File: src/rtl/uart_pkg.sv
// rtl/uart_pkg.sv - shared framer states and oversampling constants for the UART receiver
package uart_pkg;

  typedef enum logic [2:0] {IDLE, START, DATA, PARITY, STOP} rx_state_t;

  localparam int OVERSAMPLE = 16;
  localparam int MID_SAMPLE = 8;
  localparam int DATA_BITS  = 8;

endpackage

File: src/rtl/uart_rx_deserializer_if.sv
// rtl/uart_rx_deserializer_if.sv - CPU-facing receive data/status bundle of the UART receiver
interface uart_rx_deserializer_if #(parameter int DEPTH = 4);

  logic                   pop;
  logic                   clrerr;
  logic [7:0]             dout;
  logic                   empty;
  logic                   full;
  logic [$clog2(DEPTH):0] count;
  logic                   frameerr;
  logic                   overrun;
  logic                   parityerr;

  modport master (
    output pop, clrerr,
    input  dout, empty, full, count, frameerr, overrun, parityerr
  );

  modport slave (
    input  pop, clrerr,
    output dout, empty, full, count, frameerr, overrun, parityerr
  );

endinterface

File: src/rtl/uart_rx_fifo.sv
// rtl/uart_rx_fifo.sv - first-word-fall-through byte FIFO holding received characters
module uart_rx_fifo #(
  parameter int DEPTH = 4
) (
  input  logic                   clk,
  input  logic                   nrst,
  input  logic                   push,
  input  logic                   pop,
  input  logic [7:0]             din,
  output logic [7:0]             dout,
  output logic                   empty,
  output logic                   full,
  output logic [$clog2(DEPTH):0] count
);

  localparam int AW = $clog2(DEPTH);

  logic [7:0]    mem [DEPTH];
  logic [AW-1:0] wptr;
  logic [AW-1:0] rptr;
  logic [AW:0]   cnt;
  logic          do_pop;
  logic          do_push;

  // A pop frees the slot in the same cycle, so a push at FULL still lands.
  assign do_pop  = pop && !empty;
  assign do_push = push && (!full || do_pop);

  assign empty = (cnt == '0);
  assign full  = (cnt == (AW + 1)'(DEPTH));
  assign count = cnt;
  assign dout  = empty ? 8'h00 : mem[rptr];

  always_ff @(posedge clk) begin
    if (do_push) mem[wptr] <= din;
  end

  always_ff @(posedge clk or negedge nrst) begin
    if (!nrst) begin
      wptr <= '0;
      rptr <= '0;
      cnt  <= '0;
    end else begin
      if (do_push) wptr <= wptr + AW'(1);
      if (do_pop)  rptr <= rptr + AW'(1);
      case ({do_push, do_pop})
        2'b10:   cnt <= cnt + (AW + 1)'(1);
        2'b01:   cnt <= cnt - (AW + 1)'(1);
        default: cnt <= cnt;
      endcase
    end
  end

endmodule

File: src/rtl/uart_rx_deserializer.sv
// rtl/uart_rx_deserializer.sv - 16x oversampling 8N1 receive framer with byte FIFO and sticky errors
// Optional even-parity stage is compiled in with RX_PARITY_EN.
module uart_rx_deserializer
  import uart_pkg::*;
#(
  parameter int DEPTH = 4
) (
  input  logic                   clk,
  input  logic                   nrst,
  input  logic                   en,
  input  logic [7:0]             baud,
  input  logic                   rx,
  uart_rx_deserializer_if.slave  bus
);

  rx_state_t  state;
  logic       rx_meta;
  logic       rxs;
  logic [7:0] tcnt;
  logic [3:0] osc;
  logic [2:0] bitidx;
  logic [7:0] shreg;
  logic       bad;
  logic       frameerr;
  logic       overrun;
  logic       tick;
  logic       sample_mid;
  logic       sample_bit;
  logic       push;
  logic       set_fe;
  logic       set_ov;
  logic       fifo_full;

  always_ff @(posedge clk or negedge nrst) begin
    if (!nrst) begin
      rx_meta <= 1'b1;
      rxs     <= 1'b1;
    end else begin
      rx_meta <= rx;
      rxs     <= rx_meta;
    end
  end

  // Tick counter idles at the divisor so the first tick after detect is a full period away.
  always_ff @(posedge clk or negedge nrst) begin
    if (!nrst)                         tcnt <= '0;
    else if (state == IDLE || !en)     tcnt <= baud;
    else if (tcnt == 8'd0)             tcnt <= baud;
    else                               tcnt <= tcnt - 8'd1;
  end

  assign tick       = (state != IDLE) && (tcnt == 8'd0);
  assign sample_mid = tick && (osc == 4'(MID_SAMPLE - 1));
  assign sample_bit = tick && (osc == 4'(OVERSAMPLE - 1));
  assign set_fe     = en && (state == STOP) && sample_bit && !rxs;
  assign push       = en && (state == STOP) && sample_bit && rxs && !bad;
  assign set_ov     = push && fifo_full && !bus.pop;

  always_ff @(posedge clk or negedge nrst) begin
    if (!nrst) begin
      state  <= IDLE;
      osc    <= '0;
      bitidx <= '0;
      shreg  <= '0;
      bad    <= 1'b0;
    end else if (!en) begin
      state <= IDLE;
    end else begin
      case (state)
        IDLE: if (!rxs) begin
          state <= START;
          osc   <= '0;
        end
        START: if (tick) begin
          osc <= osc + 4'd1;
          if (sample_mid) begin
            osc    <= '0;
            bitidx <= '0;
            bad    <= 1'b0;
            state  <= rxs ? IDLE : DATA;
          end
        end
        DATA: if (tick) begin
          osc <= osc + 4'd1;
          if (sample_bit) begin
            shreg[bitidx] <= rxs;
            bitidx        <= bitidx + 3'd1;
            if (bitidx == 3'(DATA_BITS - 1))
`ifdef RX_PARITY_EN
              state <= PARITY;
`else
              state <= STOP;
`endif
          end
        end
`ifdef RX_PARITY_EN
        PARITY: if (tick) begin
          osc <= osc + 4'd1;
          if (sample_bit) begin
            if (rxs != ^shreg) bad <= 1'b1;
            state <= STOP;
          end
        end
`endif
        STOP: if (tick) begin
          osc <= osc + 4'd1;
          if (sample_bit) state <= IDLE;
        end
        default: state <= IDLE;
      endcase
    end
  end

  // Sticky flags: a set in the same cycle as CLRERR wins.
  always_ff @(posedge clk or negedge nrst) begin
    if (!nrst) begin
      frameerr <= 1'b0;
      overrun  <= 1'b0;
    end else begin
      if (set_fe)          frameerr <= 1'b1;
      else if (bus.clrerr) frameerr <= 1'b0;
      if (set_ov)          overrun <= 1'b1;
      else if (bus.clrerr) overrun <= 1'b0;
    end
  end

`ifdef RX_PARITY_EN
  logic parityerr;
  logic set_pe;

  assign set_pe = en && (state == PARITY) && sample_bit && (rxs != ^shreg);

  always_ff @(posedge clk or negedge nrst) begin
    if (!nrst)           parityerr <= 1'b0;
    else if (set_pe)     parityerr <= 1'b1;
    else if (bus.clrerr) parityerr <= 1'b0;
  end

  assign bus.parityerr = parityerr;
`else
  assign bus.parityerr = 1'b0;
`endif

  assign bus.frameerr = frameerr;
  assign bus.overrun  = overrun;

  uart_rx_fifo #(.DEPTH(DEPTH)) u_fifo (
    .clk   (clk),
    .nrst  (nrst),
    .push  (push),
    .pop   (bus.pop),
    .din   (shreg),
    .dout  (bus.dout),
    .empty (bus.empty),
    .full  (fifo_full),
    .count (bus.count)
  );

  assign bus.full = fifo_full;

endmodule

File: src/flat_wrapper.sv
// flat-port wrapper written by rule: the top's interface ports become plain ports
module uart_rx_deserializer_flat import uart_pkg::*;
#(
  parameter int DEPTH = 4
)
  (clk, nrst, en, baud, rx, bus_pop, bus_clrerr, bus_dout, bus_empty, bus_full, bus_count, bus_frameerr, bus_overrun, bus_parityerr);
  uart_rx_deserializer_if #(.DEPTH(DEPTH)) bus_i ();
  input  logic clk;
  input  logic nrst;
  input  logic en;
  input  logic [7:0] baud;
  input  logic rx;
  input wire logic [$bits(bus_i.pop)-1:0] bus_pop;
  input wire logic [$bits(bus_i.clrerr)-1:0] bus_clrerr;
  output wire logic [$bits(bus_i.dout)-1:0] bus_dout;
  output wire logic [$bits(bus_i.empty)-1:0] bus_empty;
  output wire logic [$bits(bus_i.full)-1:0] bus_full;
  output wire logic [$bits(bus_i.count)-1:0] bus_count;
  output wire logic [$bits(bus_i.frameerr)-1:0] bus_frameerr;
  output wire logic [$bits(bus_i.overrun)-1:0] bus_overrun;
  output wire logic [$bits(bus_i.parityerr)-1:0] bus_parityerr;
  assign bus_i.pop = bus_pop;
  assign bus_i.clrerr = bus_clrerr;
  assign bus_dout = bus_i.dout;
  assign bus_empty = bus_i.empty;
  assign bus_full = bus_i.full;
  assign bus_count = bus_i.count;
  assign bus_frameerr = bus_i.frameerr;
  assign bus_overrun = bus_i.overrun;
  assign bus_parityerr = bus_i.parityerr;
  uart_rx_deserializer #(.DEPTH(DEPTH)) u_core (.clk(clk), .nrst(nrst), .en(en), .baud(baud), .rx(rx), .bus(bus_i));
endmodule
File: config.mk
export PLATFORM = sky130hd
export DESIGN_NAME = uart_rx_deserializer_flat
export DESIGN_NICKNAME = d
export VERILOG_FILES = /design/src/rtl/uart_pkg.sv /design/src/rtl/uart_rx_deserializer_if.sv /design/src/rtl/uart_rx_fifo.sv /design/src/rtl/uart_rx_deserializer.sv /design/src/flat_wrapper.sv
export SDC_FILE = /design/constraint.sdc
export NUM_CORES = 1
export LEC_CHECK = 0
export ABC_AREA = 1
export CAP_MARGIN = 20
export CORE_MARGIN = 1
export CORE_UTILIZATION = 60
export CTS_BUF_LIST = sky130_fd_sc_hd__clkbuf_4 sky130_fd_sc_hd__clkbuf_8 sky130_fd_sc_hd__clkbuf_16
export DETAILED_ROUTE_END_ITERATION = 12
export DONT_BUFFER_PORTS = 1
export PLACE_DENSITY = 0.83
export SYNTH_ARGS = -nofsm -noshare
export SYNTH_HDL_FRONTEND = slang
export SYNTH_SLANG_ARGS = --single-unit
File: constraint.sdc
create_clock -name clk -period 2.8 [get_ports clk]
set_input_delay 0.7 -clock clk [delete_from_list [all_inputs] [get_ports clk]]
set_output_delay 0.7 -clock clk [all_outputs]
set_load 0.05 [all_outputs]
==> metrics.cfg <==
[place]
place_inst = 436
port_buffers = 0
dp_hpwl_mm = 4.41
gp_congestion = 0.863

[final_layout]
nNetsFinal = 401
final_cell_mix = 59 x nor2_1, 46 x nand2_1, 40 x inv_1
area_growth_pct = 12.0
multi_input_area_um2 = 1240
fill_cells = 361
stdcell_count = 452
diodes = 0
ff_latch_area_um2 = 1890
layout.cells.most_common = nor2_1
final_layout_size_suffix_gt1_frac = 0.160

[power]
power_density_nw_per_um2 = 999
p_int_mw = 2.21
p_seq_frac = 0.342
switching_share = 0.409
cellLeakagePower_nw = 1.62
irDropWorstVdd_v = 0.000652
p_clk_frac = 0.256
netSwitchingPower_mw = 1.53
p_comb_frac = 0.401

[cts]
worstSkewPairLatency_ns = 0.34
cts_tree = built
post_cts_buffers = 0
numCtsBuffers = 9
htree_levels = 3
cts.sinks = 69
ctsHoldBuffers = 0
root_buffer = clkbuf_8
path_clk_slew_ns = 0.07
clockBufferDepth = 2
cts_resized = 0

[synth]
synth_edf_count = 32
async_reset_ff_frac = 0.536
syn_nets = 382
ys_seq_area_frac = 0.564
synth_warnings = 0
synth_flop_cell = dfrtp_1
synth_area_um2 = 3350
syn_avg_cell_area_um2 = 9.35
synth_cell_type_count = 37
netlist_instances = 358
synth-seq-cells = 69

[die]
rows = 26
dieArea_um2 = 5880
coreArea_um2 = 5240
fp.dieH_um = 76.7
die_w_um = 76.7
top_level_ports = 30
initial_core_util = 0.639

[global_routing]
antenna_found_initial = 0
grt_pass1_wl_mm = 10.6
grt_pass1_vias = 2371
grt_overflow_total = 0
grt_max_degree = 38
track_usage = 0.239

[sta]
fmax_mhz = 399
slew_viol_final = 0
fin_skew_ns = 0.00805
finalSetupTns_ns = 0
hold_viol_final = 0
rsz0062_at_grt = false
max_slew.worst_pin.slew_ns = 0.674
slew_headroom = 0.549
fin_crit_ns = 2.51
period_share = 0.895
setup_viol_count_final = 0

[route]
post-route-drc-count = 0
routed_wl_mm = 6.24
vias = 2447
viasPerCell = 5.41
dr.pass1.iters = 6
ant_nets = 0
drt-wirelength-per-cell_um = 13.8
drtIter0Drc = 107

[critical_path]
arrival_ns = 1.81
path_delay_family = buffers and inverters
crit_type = flip-flop to primary output
critPathSlowestCell = dfrtp_1
cp.required_ns = 2.10
start_kind = flip-flop
path_common_cell = buf_4
path_cells = buf_4, inv_2, o21ai_0, a21oi_1, buf_4
max_stage_delay_ns = 0.42
cp-end-kind = primary output
path_buf_inv = 3
path_max_fanout = 17

[run]
max_cap_viol_count = 0

[run_status]
status = finished, final reports clean

[worst_hold_path]
hold_class = input port to asynchronous set/reset pin

-- worst paths after layout --
check                      cells after the start             startpoint                      to  slack [ns]
setup / recovery                               5  u_core.u_fifo.rptr[0]             bus_dout[5]        0.29
max in group asynchronous                      0                   nrst              u_core.rxs        2.57
min in group clk                               0                     rx          u_core.rx_meta        0.35
setup reg to reg                              15         u_core.tcnt[0]  u_core.u_fifo.count[2]        0.48
hold / removal                                 0                   nrst           u_core.osc[1]        0.04
hold reg to reg                                0         u_core.rx_meta              u_core.rxs        0.36
-- sequential cells by signal, indices dropped and copies added (netlist names) --
| register | flops |
|---|---|
| u_core.bitidx | 3 |
| u_core.bus.frameerr | 1 |
| u_core.bus.overrun | 1 |
| u_core.osc | 4 |
| u_core.rx_meta | 1 |
| u_core.rxs | 1 |
| u_core.shreg | 8 |
| u_core.state | 3 |
| u_core.tcnt | 8 |
| u_core.u_fifo.count | 3 |
| u_core.u_fifo.mem | 32 |
| u_core.u_fifo.rptr | 2 |
| u_core.u_fifo.wptr | 2 |
-- synth_stat cells, drive strengths merged, types with 3 or more instances --
cell type / n / share of area
nor2: 67 / 0.087
nand2: 51 / 0.061
buf: 4 / 0.0071
xor2: 6 / 0.018
nand4: 6 / 0.015
o21ai: 41 / 0.064
a21oi: 16 / 0.024
edfxtp: 32 / 0.29
ha: 9 / 0.034
inv: 47 / 0.053
dfrtp: 35 / 0.26
nor3: 3 / 0.0075
nand3: 26 / 0.040
clkbuf: 3 / 0.0034
-- worst register-to-register path: stages (launching register included) --
cell     delay, ns
dfrtp_1       0.38
inv_1         0.11
ha_1          0.18
inv_1         0.04
nor3_1        0.20
nand3_1       0.15
nor2_2        0.18
nand3_1       0.13
nand2_2       0.11
inv_1         0.06
fa_1          0.41
inv_1         0.09
nand3_1       0.07
nand3_1       0.08
nand2_1       0.05
inv_1         0.04
-- per-layer routing --
layer | GRT usage | vias up | wire length, um
met1 | 0.264 | 1159 | 2520
met5 | 0 | - | 0
met4 | 0.162 | 0 | 197
met3 | 0.0476 | 18 | 249
met2 | 0.415 | 60 | 3280
li1 | - | 1210 | -
-- power groups by stage --
stage | sequential (mW) | combinational, mW | clock, mW
finish | 1.28 | 1.50 | 0.961
global route | 1.30 | 1.65 | 1.01
CTS | 1.28 | 1.50 | 0.968
detailed placement | 1.30 | 1.49 | 0
global placement | 1.29 | 1.46 | 0
floorplan | 1.35 | 1.07 | 0
-- through the flow --
stage / worst slack [ns] / hold slack [ns] / utilization / instance area (um^2) / power [mW]
floorplan: -0.211 / 0.345 / - / 3350 / 2.42
global placement: 0.588 / 0.347 / 0.671 / 3510 / 2.75
detailed placement: 0.516 / 0.354 / 0.671 / 3510 / 2.79
CTS: 0.291 / 0.0299 / 0.716 / 3750 / 3.75
global route: 0.165 / 0.0257 / 0.716 / 3750 / 3.96
finish: 0.293 / 0.0432 / 0.716 / 3750 / 3.75
-- final cells by class --
type	count	area share
clock buffer	11	0.0370
inverter	49	0.0494
clock inverter	5	0.0264
multi-input combinational	233	0.330
tap	70	0.0234
sequential	69	0.504
timing repair buffer	15	0.0300
-- cells by family (layout without fill, tap and decap cells) --
logic type,count (synthesis),count (layout),share of synthesized area
simple gates,155,155,0.214
fa+ha+maj,10,10,0.0396
other cells,1,1,0.00112
flops,69,69,0.564
xor+xnor,8,8,0.0232
compound gates,59,59,0.0916
buf+inv,56,80,0.0658
Power figures use the tool's default switching activity.
